`src/rtl/sme_bank_xfer.sv`:
```
// rtl/sme_bank_xfer.sv - share-bank <-> memory transfer sequencer
//
// Moves masked shares between data memory and SME share banks 1..SMAX-1 of
// one bank register. One command at a time, one memory transaction in flight.
//
// Ports:
//   g_clk, g_resetn          clock, async active-low reset
//   g_clk_req                clock request while busy or a command is offered
//   flush                    abandon the in-progress command
//   cmd_*                    command handshake and fields (store/reg/addr/count)
//   mem_*                    memory request (req/gnt) and response (recv) ports
//   bank_sel                 bank being accessed (write bank while bank_wen)
//   bank_wen/waddr/wdata     bank write port, registered
//   bank_read/raddr/rdata    bank read port, rdata combinational from sel/raddr
//   rsp_valid, rsp_error     one-cycle completion pulse and bus-error flag
module sme_bank_xfer #(
    parameter int XLEN = 32,
    parameter int SMAX = 4
) (
    input  logic            g_clk,
    input  logic            g_resetn,
    output logic            g_clk_req,
    input  logic            flush,
    input  logic            cmd_valid,
    output logic            cmd_ready,
    input  logic            cmd_store,
    input  logic [3:0]      cmd_reg,
    input  logic [XLEN-1:0] cmd_addr,
    input  logic [3:0]      cmd_count,
    output logic            mem_req,
    input  logic            mem_gnt,
    output logic            mem_wen,
    output logic [XLEN-1:0] mem_addr,
    output logic [XLEN-1:0] mem_wdata,
    input  logic            mem_recv,
    input  logic [XLEN-1:0] mem_rdata,
    input  logic            mem_error,
    output logic [3:0]      bank_sel,
    output logic            bank_wen,
    output logic [3:0]      bank_waddr,
    output logic [XLEN-1:0] bank_wdata,
    output logic            bank_read,
    output logic [3:0]      bank_raddr,
    input  logic [XLEN-1:0] bank_rdata,
    output logic            rsp_valid,
    output logic            rsp_error
);

    localparam logic [3:0] NMAX = 4'(SMAX - 1);

    typedef enum logic [1:0] {
        S_IDLE,
        S_REQ,
        S_WAIT,
        S_DONE
    } state_e;

    state_e          state_q, state_d;
    logic [3:0]      k_q, k_d;
    logic [3:0]      n_q, n_d;
    logic [3:0]      reg_q, reg_d;
    logic [XLEN-1:0] base_q, base_d;
    logic            store_q, store_d;
    logic            flushed_q, flushed_d;
    logic            err_q, err_d;
    logic            bwen_q, bwen_d;
    logic [3:0]      bwsel_q, bwsel_d;
    logic [3:0]      bwaddr_q, bwaddr_d;
    logic [XLEN-1:0] bwdata_q, bwdata_d;

    logic [3:0]      n_clamp;
    logic [XLEN-1:0] beat_off;
    logic            in_req;

    assign n_clamp  = (cmd_count > NMAX) ? NMAX : cmd_count;
    assign beat_off = {{(XLEN-4){1'b0}}, k_q - 4'd1} << 2;
    assign in_req   = (state_q == S_REQ);

    always_comb begin
        state_d   = state_q;
        k_d       = k_q;
        n_d       = n_q;
        reg_d     = reg_q;
        base_d    = base_q;
        store_d   = store_q;
        flushed_d = flushed_q;
        err_d     = err_q;
        // Bank write is a single-cycle pulse; clear it unless re-armed below.
        bwen_d    = 1'b0;
        bwsel_d   = 4'd0;
        bwaddr_d  = 4'd0;
        bwdata_d  = '0;
        case (state_q)
            S_IDLE: begin
                if (cmd_valid) begin
                    reg_d     = cmd_reg;
                    base_d    = cmd_addr;
                    store_d   = cmd_store;
                    n_d       = n_clamp;
                    k_d       = 4'd1;
                    err_d     = 1'b0;
                    flushed_d = 1'b0;
                    state_d   = (n_clamp == 4'd0) ? S_DONE : S_REQ;
                end
            end
            S_REQ: begin
                // A grant coinciding with flush is deliberately dropped.
                if (flush) begin
                    state_d = S_IDLE;
                end else if (mem_gnt) begin
                    state_d = S_WAIT;
                end
            end
            S_WAIT: begin
                if (flush) begin
                    flushed_d = 1'b1;
                end
                if (mem_recv) begin
                    if (flushed_q || flush) begin
                        flushed_d = 1'b0;
                        state_d   = S_IDLE;
                    end else if (mem_error) begin
                        err_d   = 1'b1;
                        state_d = S_DONE;
                    end else begin
                        if (!store_q) begin
                            bwen_d   = 1'b1;
                            bwsel_d  = k_q;
                            bwaddr_d = reg_q;
                            bwdata_d = mem_rdata;
                        end
                        if (k_q == n_q) begin
                            state_d = S_DONE;
                        end else begin
                            k_d     = k_q + 4'd1;
                            state_d = S_REQ;
                        end
                    end
                end
            end
            S_DONE: begin
                state_d = S_IDLE;
            end
            default: begin
                state_d = S_IDLE;
            end
        endcase
    end

    always_ff @(posedge g_clk or negedge g_resetn) begin
        if (!g_resetn) begin
            state_q   <= S_IDLE;
            k_q       <= 4'd0;
            n_q       <= 4'd0;
            reg_q     <= 4'd0;
            base_q    <= '0;
            store_q   <= 1'b0;
            flushed_q <= 1'b0;
            err_q     <= 1'b0;
            bwen_q    <= 1'b0;
            bwsel_q   <= 4'd0;
            bwaddr_q  <= 4'd0;
            bwdata_q  <= '0;
        end else begin
            state_q   <= state_d;
            k_q       <= k_d;
            n_q       <= n_d;
            reg_q     <= reg_d;
            base_q    <= base_d;
            store_q   <= store_d;
            flushed_q <= flushed_d;
            err_q     <= err_d;
            bwen_q    <= bwen_d;
            bwsel_q   <= bwsel_d;
            bwaddr_q  <= bwaddr_d;
            bwdata_q  <= bwdata_d;
        end
    end

    assign cmd_ready  = (state_q == S_IDLE);
    assign g_clk_req  = (state_q != S_IDLE) || cmd_valid;

    assign mem_req    = in_req;
    assign mem_wen    = in_req && store_q;
    assign mem_addr   = in_req ? (base_q + beat_off) : '0;
    assign bank_read  = in_req && store_q;
    assign bank_raddr = bank_read ? reg_q : 4'd0;
    assign mem_wdata  = bank_read ? bank_rdata : '0;

    // A pending load write targets the previous beat's bank, which can
    // overlap the next REQ cycle; loads never read, so the write wins.
    assign bank_sel   = bwen_q ? bwsel_q : (in_req ? k_q : 4'd0);
    assign bank_wen   = bwen_q;
    assign bank_waddr = bwaddr_q;
    assign bank_wdata = bwdata_q;

    assign rsp_valid  = (state_q == S_DONE);
    assign rsp_error  = (state_q == S_DONE) && err_q;

endmodule

```
`config.mk`:
```
export PLATFORM = sky130hd
export DESIGN_NAME = sme_bank_xfer
export DESIGN_NICKNAME = d
export VERILOG_FILES = /design/src/rtl/sme_bank_xfer.sv
export SDC_FILE = /design/constraint.sdc
export NUM_CORES = 1
export LEC_CHECK = 0
export BUFFER_PORTS_ARGS = -buffer_cell sky130_fd_sc_hd__buf_2
export CELL_PAD_IN_SITES_DETAIL_PLACEMENT = 0
export CELL_PAD_IN_SITES_GLOBAL_PLACEMENT = 1
export CORE_MARGIN = 3
export CORE_UTILIZATION = 37
export CTS_BUF_LIST = sky130_fd_sc_hd__clkbuf_2 sky130_fd_sc_hd__clkbuf_4 sky130_fd_sc_hd__clkbuf_8
export DETAILED_ROUTE_END_ITERATION = 10
export PLACE_DENSITY = 0.94
export SLEW_MARGIN = 30
export SYNTH_ARGS = -nofsm -noshare
export SYNTH_HDL_FRONTEND = slang
export SYNTH_SLANG_ARGS = --single-unit
```
`constraint.sdc`:
```
create_clock -name g_clk -period 5.51 [get_ports g_clk]
set_clock_uncertainty 0.05 [all_clocks]
set_input_delay 1.102 -clock g_clk [delete_from_list [all_inputs] [get_ports g_clk]]
set_output_delay 1.102 -clock g_clk [all_outputs]
set_load 0.005 [all_outputs]
```
# [Word level (Yosys, flattened, before mapping)]
# Index checks and enable logic that the tools add are counted.
[word_totals] regBits=90 latchBits=0 ram_bits=0 romBits=0 in_bits=112 out_inout_bits=116 wordCells=90 memories=0
[classes] add_sub_neg=3 mul=0 n_div=0 magnitude_cmp=1 eq_ne=11 shifts=0 muxes=50 n_bitwise=0 reduce_logical=13
[ops] cell="$mux W32" count=7
[ops] cell="$mux W4" count=19
[ops] cell="$add A32 B6 Y32" count=1
[ops] cell="$mux W2" count=8
[ops] cell="$mux W1" count=12
[ops] cell="$ne A2 B2 Y1 const B" count=6
[ops] cell="$pmux W2 S4" count=1
[ops] cell="$pmux W4 S2" count=1
[ops] cell="$reduce_and A6 Y1" count=1
[ops] cell="$reduce_and A5 Y1" count=1
[ops] cell="$add A4 B1 Y4 const B" count=1
[ops] cell="$eq A2 B2 Y1 const B" count=2
[ops] cell="$eq A4 B4 Y1" count=1
[ops] cell="$gt A4 B2 Y1 const B" count=1
[ops] cell="$logic_not A4 Y1" count=1
[ops] cell="$pmux W1 S2" count=2
[ops] cell="$reduce_and A2 Y1" count=2
[ops] cell="$reduce_bool A2 Y1" count=2
[ops] cell="$sub A4 B1 Y4 const B" count=1
[ops] cell="$ne A3 B3 Y1 const B" count=1
[ops] cell="$reduce_and A3 Y1" count=1
[ops] cell="$eq A2 B1 Y1 const B" count=1
[ops] cell="$logic_and A1 B1 Y1" count=2
[ops] cell="$logic_not A2 Y1" count=1
[ops] cell="$logic_or A1 B1 Y1" count=2

# [Longest topological paths before layout]
# Gate-level depths: netlist of run 1.
[depth] depth_word=6 depth_mapped=11

# [Worst setup path after synthesis of run 1]
# OpenSTA, ideal clock, no wires.
[synth_path] path_kind="register to output" start="reg k_q[0]" end="out mem_addr[16]" arrival_time_ns=2.160 required_time_ns=4.358 slack_ns=2.198 stages_incl_launch_ff=10 path_cell_list="dfrtp_1 buf_2 inv_1 ha_1 fa_1 nand3b_1 a21oi_1 nand4_1 xor2_1 nor2_1"
[synth_between] elab_chain_len=3
[synth_lines] element="start, declared" line="59" text="logic [3:0] k_q, k_d;"
[synth_lines] element="start signal, assigned" line="166" text="k_q <= k_d;"
[synth_lines] element="$sub A4 B1 Y4" line="76" text="assign beat_off = {{(XLEN-4){1'b0}}, k_q - 4'd1} << 2;"
[synth_lines] element="$add A32 B6 Y32" line="185" text="assign mem_addr = in_req ? (base_q + beat_off) : '0;"
[synth_lines] element="$mux W32" line="185"
[synth_lines] element="end, declared" line="33" text="output logic [XLEN-1:0] mem_addr,"
# No other way between the ends.

# [Worst setup path in the final report of run 1]
# Ends and elaborated chain as after synthesis.

==> impl_metrics.py, run 1 <==
metrics = {
    "run_status": {
        "status": "complete, no violations",
    },
    "logic_synthesis": {
        "yosys_warnings": 0,
        "yosysTopAreaCellShare": 0.493,
        "ys_async_sr_fraction": 1.00,
        "syn-mean-instance-area_um2": 10.4,
        "synth_cell_types": 40,
        "yosys-top-cells-area": "dfrtp_1 (49%), mux2_2 (8.9%), and2_1 (6.4%), and3_1 (5.8%), xor2_1 (5.4%)",
        "synth_flop_cell": "dfrtp_1",
        "yosys_register_bits": 90,
        "synthCells": 441,
        "synth-edff-count": 0,
        "synth_area_leader_cell": "dfrtp_1",
        "yosysSeqAreaShare": 0.493,
        "syn-num-nets": 561,
        "synthesis.area_mm2": 0.00457,
    },
    "grt": {
        "grt_max_degree": 54,
        "overflow": 0,
        "grt_pass1_wl_um": 19700,
        "track_usage": 0.183,
        "grt_pass1_vias": 4022,
        "antenna_found_initial": 1,
    },
    "placement": {
        "place_area_mm2": 0.00580,
        "place.gp.congestion": 0.804,
        "io_buffers": 227,
        "dp_hpwl_um": 9230,
    },
    "sta": {
        "rsz0062_at_grt": "false",
        "fin_crit_ns": 4.11,
        "maxSlewViolCount": 0,
        "fin_crit_sh": 0.746,
        "tightest_slew_ns": 0.949,
        "max_slew_margin": 0.365,
        "final.setup.tns_ns": 0,
        "max_freq_ghz": 0.243,
        "setup_viol_count_final": 0,
        "finalHoldViolCount": 0,
    },
    "clocking": {
        "cts-root-buf": "clkbuf_8",
        "cts_hold_buf": 0,
        "cts_tree": "yes",
        "clockBufferDepth": 2,
        "insertion_delay_ns": 0.37,
        "htree_levels": 3,
        "cts_inserted_buffers": 9,
        "post_cts.repair.setup_buffers": 0,
        "clk_pin_slew_worst_paths_ns": 0.09,
        "ctsResizeCount": 0,
        "cts.sinks": 90,
    },
    "route": {
        "viasPerCell": 4.81,
        "drt_wl_total_um": 12200,
        "wire_per_inst_um": 14.9,
        "route.detailed.drc": 0,
        "first_iter_violations": 192,
        "vias": 3945,
        "drt_first_pass_iters": 4,
        "detail-route-antenna-nets": 0,
    },
    "floorplan": {
        "ioPinCount": 228,
        "start_util": 0.388,
        "core_mm2": 0.0118,
        "die_w_um": 117,
        "row_count": 39,
        "dieArea_mm2": 0.0137,
        "die_y_um": 117,
    },
    "setup_path": {
        "worstPathArrival_ns": 2.96,
        "cp.required_ns": 4.36,
        "critPathKind": "reg -> out",
        "path_max_fanout": 9,
        "start_kind": "flop",
        "end_kind": "primary output",
    },
    "final_layout": {
        "final_net_count": 771,
        "drive_gt1_frac": 0.445,
        "final_common_cell": "buf_2",
        "diodes": 0,
        "stdcell_area_mm2": 0.00603,
        "final_cell_mix": "buf_2 (226), dfrtp_1 (90), and2_1 (46), nor2_1 (42), and3_1 (42)",
        "area_delta_synth_final_pct": 32.1,
    },
    "pwr": {
        "cellLeakagePower_uw": 0.00329,
        "switching_power_uw": 923,
        "ir_drop_v": 0.000190,
        "p_per_area_mw_per_mm2": 409,
        "seqPwrFrac": 0.420,
        "combPwrFrac": 0.374,
        "p_clk_frac": 0.205,
        "switching_share": 0.374,
        "p_int_uw": 1550,
    },
    "worst_hold_path": {
        "hp-class": "reg -> reg",
    },
    "job": {
        "cap_viol_max_count": 0,
    },
}
## critical path: stages, from the launching register on
cell	delay, ns
dfrtp_1	0.50
inv_1	0.13
ha_1	0.36
fa_1	0.43
nand3b_1	0.20
a21oi_1	0.41
nand4_1	0.19
xor2_1	0.19
nor2_1	0.08
buf_2	0.11
## kinds of logic after synthesis
| family | after synthesis | share of synthesized area |
|---|---|---|
| AO/OA/AOI/OAI | 28 | 0.0375 |
| XOR/XNOR | 36 | 0.0691 |
| adder cells (fa/ha/maj) | 8 | 0.0236 |
| buffers and inverters | 41 | 0.0389 |
| flip-flops | 90 | 0.493 |
| multiplexers | 36 | 0.0888 |
| AND/OR/NAND/NOR | 202 | 0.249 |
## metrics by stage
step	cells	hold WS [ns]	power, uW	setup slack [ns]	utilization
CTS	820	0.456	2490	1.09	0.513
global route	820	0.495	2670	1.17	0.513
global placement	804	0.424	1930	1.71	0.493
finish	820	0.451	2470	1.40	0.513
detailed placement	804	0.436	1970	1.53	0.493
floorplan	441	0.406	1620	2.20	-
## flip-flops by register name (all words and copies together) (netlist names)
register    cells
bank_waddr      4
bank_wdata     32
bank_wen        1
base_q         32
bwsel_q         4
err_q           1
flushed_q       1
k_q             4
n_q             4
reg_q           4
state_q         2
store_q         1
## final cells by class
class,count,area (um2)
clock buffers,10,138
clock inverters,6,88.8
fillers,1087,5730
inverters,10,37.5
multi-input cells,310,2150
flip-flops and latches,90,2250
well taps,164,205
repair buffers,230,1160
## final timing paths
| check | start | endpoint | slack, ns | depth (start not counted) |
|---|---|---|---|---|
| worst max-delay path | k_q[0] | mem_addr[16] | 1.40 | 9 |
| worst min-delay path | err_q | err_q | 0.45 | 2 |
| worst max register to register | state_q[1] | base_q[27] | 3.66 | 3 |
| worst min register to register | err_q | err_q | 0.45 | 2 |
| max in group asynchronous | g_resetn | k_q[2] | 3.71 | 2 |
| min in group asynchronous | g_resetn | base_q[2] | 0.63 | 1 |
## cells in the mapped netlist, drive strengths merged, types with 3 or more instances
cell / count
nor3: 4
buf: 16
nor2: 42
and2: 47
nand3: 12
inv: 10
mux2: 36
nand2: 22
nand2b: 3
nand4b: 4
and3: 43
dfrtp: 90
nand4: 15
ha: 7
o21ai: 9
clkbuf: 15
o31ai: 4
xor2: 28
xnor2: 8
a21oi: 10
nor2b: 3
## per-layer routing
| layer | global-route usage | vias to the layer above | wire length [um] |
|---|---|---|---|
| met5 | 0 | - | 13 |
| met4 | 0.0459 | 2 | 124 |
| met3 | 0.0704 | 16 | 899 |
| met2 | 0.298 | 130 | 5990 |
| met1 | 0.230 | 1894 | 5210 |
| li1 | - | 1903 | - |
## power by group through the flow
stage	Clock, uW	Sequential [uW]	Combinational [uW]
after floorplan	0	946	676
after global placement	0	1030	900
after detailed placement	0	1050	923
after CTS	528	1040	928
after global routing	553	1070	1040
final	507	1040	924
Note: power is estimated with default switching activity, not from simulation.
==> run 2, diff against run 1 <==
- CORE_UTILIZATION: 37 -> 35
- PLACE_DENSITY: 0.94 -> 0.9
- clock period: 5.51 -> 4.2 ns (I/O delays scaled with it)
==> impl_metrics.py, run 2 (synthesis results as in run 1) <==
metrics = {
    "placement": {
        "placed_cells": 812,
        "io_buffers": 227,
        "dp_hpwl_um": 9440,
        "place.gp.congestion": 0.862,
    },
    "final_layout": {
        "final_net_count": 771,
        "layoutNonFillerInstCount": 828,
        "diodes": 0,
        "final_common_cell": "buf_2",
        "drive_gt1_frac": 0.444,
        "area_delta_synth_final_pct": 32.0,
        "final_cell_mix": "buf_2 (226), dfrtp_1 (90), and2_1 (46), nor2_1 (42), and3_1 (42)",
    },
    "setup_path": {
        "cp.required_ns": 3.31,
        "worstPathArrival_ns": 2.95,
        "regToRegEndpoint": "k_q[1]",
        "path_max_fanout": 9,
        "reg2reg_slack_ns": 2.34,
        "critPathKind": "reg -> out",
        "r2r_cells": 5,
        "r2r_start": "state_q[1]",
        "end_kind": "primary output",
        "start_kind": "flop",
    },
    "pwr": {
        "p_clk_frac": 0.195,
        "p_int_uw": 1980,
        "p_per_area_mw_per_mm2": 531,
        "combPwrFrac": 0.383,
        "switching_power_uw": 1220,
        "ir_drop_v": 0.000257,
        "seqPwrFrac": 0.422,
        "switching_share": 0.382,
        "cellLeakagePower_uw": 0.00328,
    },
    "floorplan": {
        "core_mm2": 0.0127,
        "ioPinCount": 228,
        "start_util": 0.360,
        "dieArea_mm2": 0.0145,
        "die_y_um": 120,
        "die_w_um": 120,
        "row_count": 41,
    },
    "grt": {
        "met3_usage": 0.0580,
        "grt_pass1_wl_um": 20100,
        "antenna_found_initial": 0,
        "top_usage_layer": "met2",
        "track_usage": 0.175,
        "grtUsageMet2": 0.284,
        "grt_pass1_vias": 4047,
        "grt_use_met1": 0.220,
        "overflow": 0,
        "grt_max_degree": 91,
    },
    "sta": {
        "final.setup.tns_ns": 0,
        "max_freq_ghz": 0.261,
        "max_slew_margin": 0.364,
        "rsz0062_at_grt": "false",
        "tightest_slew_ns": 0.950,
        "setup_viol_count_final": 0,
        "hold_slack_ns": 0.449,
        "fin_crit_ns": 3.84,
        "finalHoldViolCount": 0,
        "fin_crit_sh": 0.914,
        "maxSlewViolCount": 0,
    },
    "route": {
        "wire_per_inst_um": 15.1,
        "drt_wl_total_um": 12500,
        "route.detailed.drc": 0,
        "detail-route-antenna-nets": 0,
        "viasPerCell": 4.77,
        "vias": 3953,
        "drt_first_pass_iters": 4,
        "first_iter_violations": 169,
    },
    "clocking": {
        "cts_hold_buf": 0,
        "clk_pin_slew_worst_paths_ns": 0.09,
        "ctsResizeCount": 0,
        "post_cts.repair.setup_buffers": 0,
        "cts_tree": "yes",
        "htree_levels": 3,
        "clockBufferDepth": 2,
        "insertion_delay_ns": 0.37,
        "cts-root-buf": "clkbuf_8",
        "cts.sinks": 90,
        "cts_inserted_buffers": 9,
    },
    "run_status": {
        "status": "complete, no violations",
    },
    "worst_hold_path": {
        "hold_path_depth": 2,
        "hp-class": "reg -> reg",
        "min_to": "err_q",
        "hold_start": "err_q",
    },
    "job": {
        "cap_viol_max_count": 0,
    },
}
==> run 2: changes by cell type in the layout (fill, tap and decap cells not counted), sizes merged <==
| cell | change |
|---|---|
| bufinv | -1 |
| clkinv | +1 |
| clkinvlp | -1 |
| inv | +1 |
==> run 2: worst max-delay path: stages, from the launching register on <==
cell and delay [ns]:
dfrtp_1 0.50, inv_1 0.12, ha_1 0.34, fa_1 0.44
nand3b_1 0.20, a21oi_1 0.43, nand4_1 0.17, xor2_1 0.18
nor2_1 0.08, buf_2 0.12
==> run 2: per-layer routing <==
| layer | part of all wire | up-vias |
|---|---|---|
| li1 | - | 1910 |
| met1 | 0.42 | 1902 |
| met2 | 0.49 | 128 |
| met3 | 0.077 | 13 |
| met4 | 0.016 | 0 |
| met5 | 0 | - |
==> run 2: worst max-delay path by stage <==
stage            from      endpoint  slack (ns)  cells after the start
6_report       k_q[0]  mem_addr[16]        0.36                      9
5_1_grt        k_q[0]  mem_addr[16]        0.14                      9
4_1_cts        k_q[0]  mem_addr[16]        0.32                      9
3_5_place_dp   k_q[0]  mem_addr[16]        0.75                      9
3_3_place_gp   k_q[0]  mem_addr[16]        0.81                      9
2_1_floorplan  k_q[0]  mem_addr[16]        1.15                      9
==> run 2: cell type report <==
cell class              count  area (um2)
fillers                  1248        6640
flip-flops and latches     90        2250
multi-input cells         310        2150
repair buffers            230        1160
well taps                 172         215
clock buffers              10         138
clock inverters             6        72.6
inverters                  10        37.5
==> run 2: power groups by stage <==
stage                     Clock (uW)  Sequential, uW  Combinational, uW
final                            626            1350               1230
after global placement             0            1350               1200
after detailed placement           0            1370               1240
after floorplan                    0            1240                887
after CTS                        649            1350               1240
after global routing             688            1400               1370
==> run 2: stage by stage <==
stage / worst slack (ns) / util / cell area (um2) / power [uW]
5_1_grt: 0.138 / 0.476 / 6030 / 3450
2_1_floorplan: 1.15 / - / 4570 / 2130
3_3_place_gp: 0.806 / 0.459 / 5810 / 2560
4_1_cts: 0.321 / 0.476 / 6030 / 3240
6_report: 0.362 / 0.476 / 6030 / 3200
3_5_place_dp: 0.749 / 0.459 / 5820 / 2610
==> run 3, diff against run 2 <==
==> constraint.sdc (replaced) <==
create_clock -name g_clk -period 4.2 [get_ports g_clk]
set_clock_uncertainty 0.05 [all_clocks]
set_input_delay 0 -clock g_clk [delete_from_list [all_inputs] [get_ports g_clk]]
set_output_delay 0 -clock g_clk [all_outputs]
set_load 0.005 [all_outputs]
==> impl_metrics.py, run 3 (synthesis results as in run 1) <==
metrics = {
    "run_status": {
        "status": "complete, no violations",
    },
    "worst_hold_path": {
        "hp-class": "in -> async",
    },
    "placement": {
        "dp_hpwl_um": 9580,
        "place_area_mm2": 0.00581,
        "io_buffers": 227,
        "place.gp.congestion": 0.854,
    },
    "route": {
        "wire_per_inst_um": 15.4,
        "detail-route-antenna-nets": 0,
        "wl_met3_um": 1080,
        "highest_layer": "met4",
        "route.detailed.drc": 0,
        "first_iter_violations": 257,
        "vias": 4290,
        "wl_met1_um": 5600,
        "drt_wl_total_um": 14100,
        "viasPerCell": 4.71,
        "wl_met2_um": 7200,
        "drt_first_pass_iters": 5,
    },
    "floorplan": {
        "start_util": 0.360,
        "core_mm2": 0.0127,
        "row_count": 41,
        "die_w_um": 120,
        "die_y_um": 120,
        "ioPinCount": 228,
        "dieArea_mm2": 0.0145,
    },
    "pwr": {
        "ir_drop_v": 0.000298,
        "cellLeakagePower_uw": 0.00365,
        "p_per_area_mw_per_mm2": 487,
    },
    "grt": {
        "overflow": 0,
        "grt_pass1_wl_um": 22600,
        "antenna_found_initial": 0,
        "grt_pass1_vias": 4518,
        "grt_max_degree": 50,
        "track_usage": 0.196,
    },
    "sta": {
        "final.setup.tns_ns": 0,
        "finalHoldViolCount": 0,
        "tightest_slew_ns": 0.946,
        "setup_viol_count_final": 0,
        "max_freq_ghz": 0.330,
        "maxSlewViolCount": 0,
        "fin_crit_ns": 3.03,
        "max_slew_margin": 0.367,
        "rsz0062_at_grt": "false",
        "fin_crit_sh": 0.721,
    },
    "clocking": {
        "cts.sinks": 90,
        "htree_levels": 3,
        "insertion_delay_ns": 0.37,
        "clockBufferDepth": 2,
        "cts-root-buf": "clkbuf_8",
        "clk_pin_slew_worst_paths_ns": 0.09,
        "cts_tree": "yes",
        "ctsResizeCount": 0,
        "cts_inserted_buffers": 9,
    },
    "setup_path": {
        "r2r_start": "state_q[0]",
        "start_kind": "flop",
        "crit_chain": "inv_1 > ha_1 > fa_1 > nand3b_1 > a21oi_1 > nand4_1 > xor2_1 > nor2_1 > buf_2",
        "path_delay_family": "adder cells",
        "slowest_stage": "dfrtp_1",
        "path_max_fanout": 9,
        "cp.required_ns": 4.15,
        "critPathKind": "reg -> out",
        "crit_buf_inv": 2,
        "r2r_cells": 5,
        "worstPathArrival_ns": 2.98,
        "regToRegEndpoint": "state_q[1]",
        "end_kind": "primary output",
        "slowest_delay_ns": 0.49,
        "reg2reg_slack_ns": 1.88,
    },
    "final_layout": {
        "final_net_count": 854,
        "area_delta_synth_final_pct": 50.8,
        "diodes": 0,
        "final_cell_mix": "buf_2 (226), dfrtp_1 (90), dlygate4sd3_1 (83), and2_1 (46)",
        "drive_gt1_frac": 0.395,
        "final_common_cell": "buf_2",
        "fill_cells": 1111,
        "stdcell_area_mm2": 0.00688,
    },
    "job": {
        "cap_viol_max_count": 0,
    },
}
## run 3: worst max-delay path by stage
stage	startpoint	endpoint	slack [ns]	cells past startpoint
floorplan	k_q[0]	mem_addr[16]	1.99	9
global placement	k_q[0]	mem_addr[23]	1.50	10
detailed placement	k_q[0]	mem_addr[31]	1.38	10
CTS	k_q[0]	mem_addr[31]	0.96	10
global route	k_q[0]	mem_addr[16]	0.93	9
finish	k_q[0]	mem_addr[16]	1.17	9
## run 3: timing repair
| item | CTS | global route |
|---|---|---|
| hold buffers | 83 | 0 |
| endpoints found under the hold margin | 121 | 0 |
| buffers inserted | 0 | 0 |
## run 3: per-layer routing
layer,global-route usage,up-vias
met5,0,-
met4,0.0467,0
met3,0.0659,17
met2,0.343,146
met1,0.233,2050
li1,-,2077
## run 3: worst reg2reg max path, cell delays in order, from the launching register on
cell	delay [ns]
dfrtp_1	0.50
nor4b_1	0.37
a31oi_1	0.08
dlygate4sd3_1	0.59
o21ai_1	0.12
dlygate4sd3_1	0.56
## run 3: final cells by class
| cell class | count | area, um2 | share of cell area |
|---|---|---|---|
| Sequential cell | 90 | 2250 | 0.327 |
| Multi-Input combinational cell | 310 | 2150 | 0.312 |
| Timing Repair Buffer | 313 | 1990 | 0.289 |
| Tap cell | 172 | 215 | 0.0313 |
| Clock buffer | 10 | 138 | 0.0200 |
| Clock inverter | 6 | 97.6 | 0.0142 |
| Inverter | 10 | 37.5 | 0.00545 |
## run 3: stage by stage
step,instances,utilization,worst slack [ns],total power (uW),hold WS (ns)
2_1_floorplan,441,-,1.99,2130,-0.346
3_3_place_gp,812,0.459,1.50,2560,-0.0378
3_5_place_dp,812,0.459,1.38,2600,-0.0274
4_1_cts,911,0.543,0.960,3370,0.0906
5_1_grt,911,0.543,0.927,3600,0.143
6_report,911,0.543,1.17,3350,0.0913
## run 3: power by group
group / internal [uW] / total [uW] / switching, uW
registers: 1070 / 1360 / 289
clock network: 360 / 697 / 337
logic: 658 / 1290 / 634
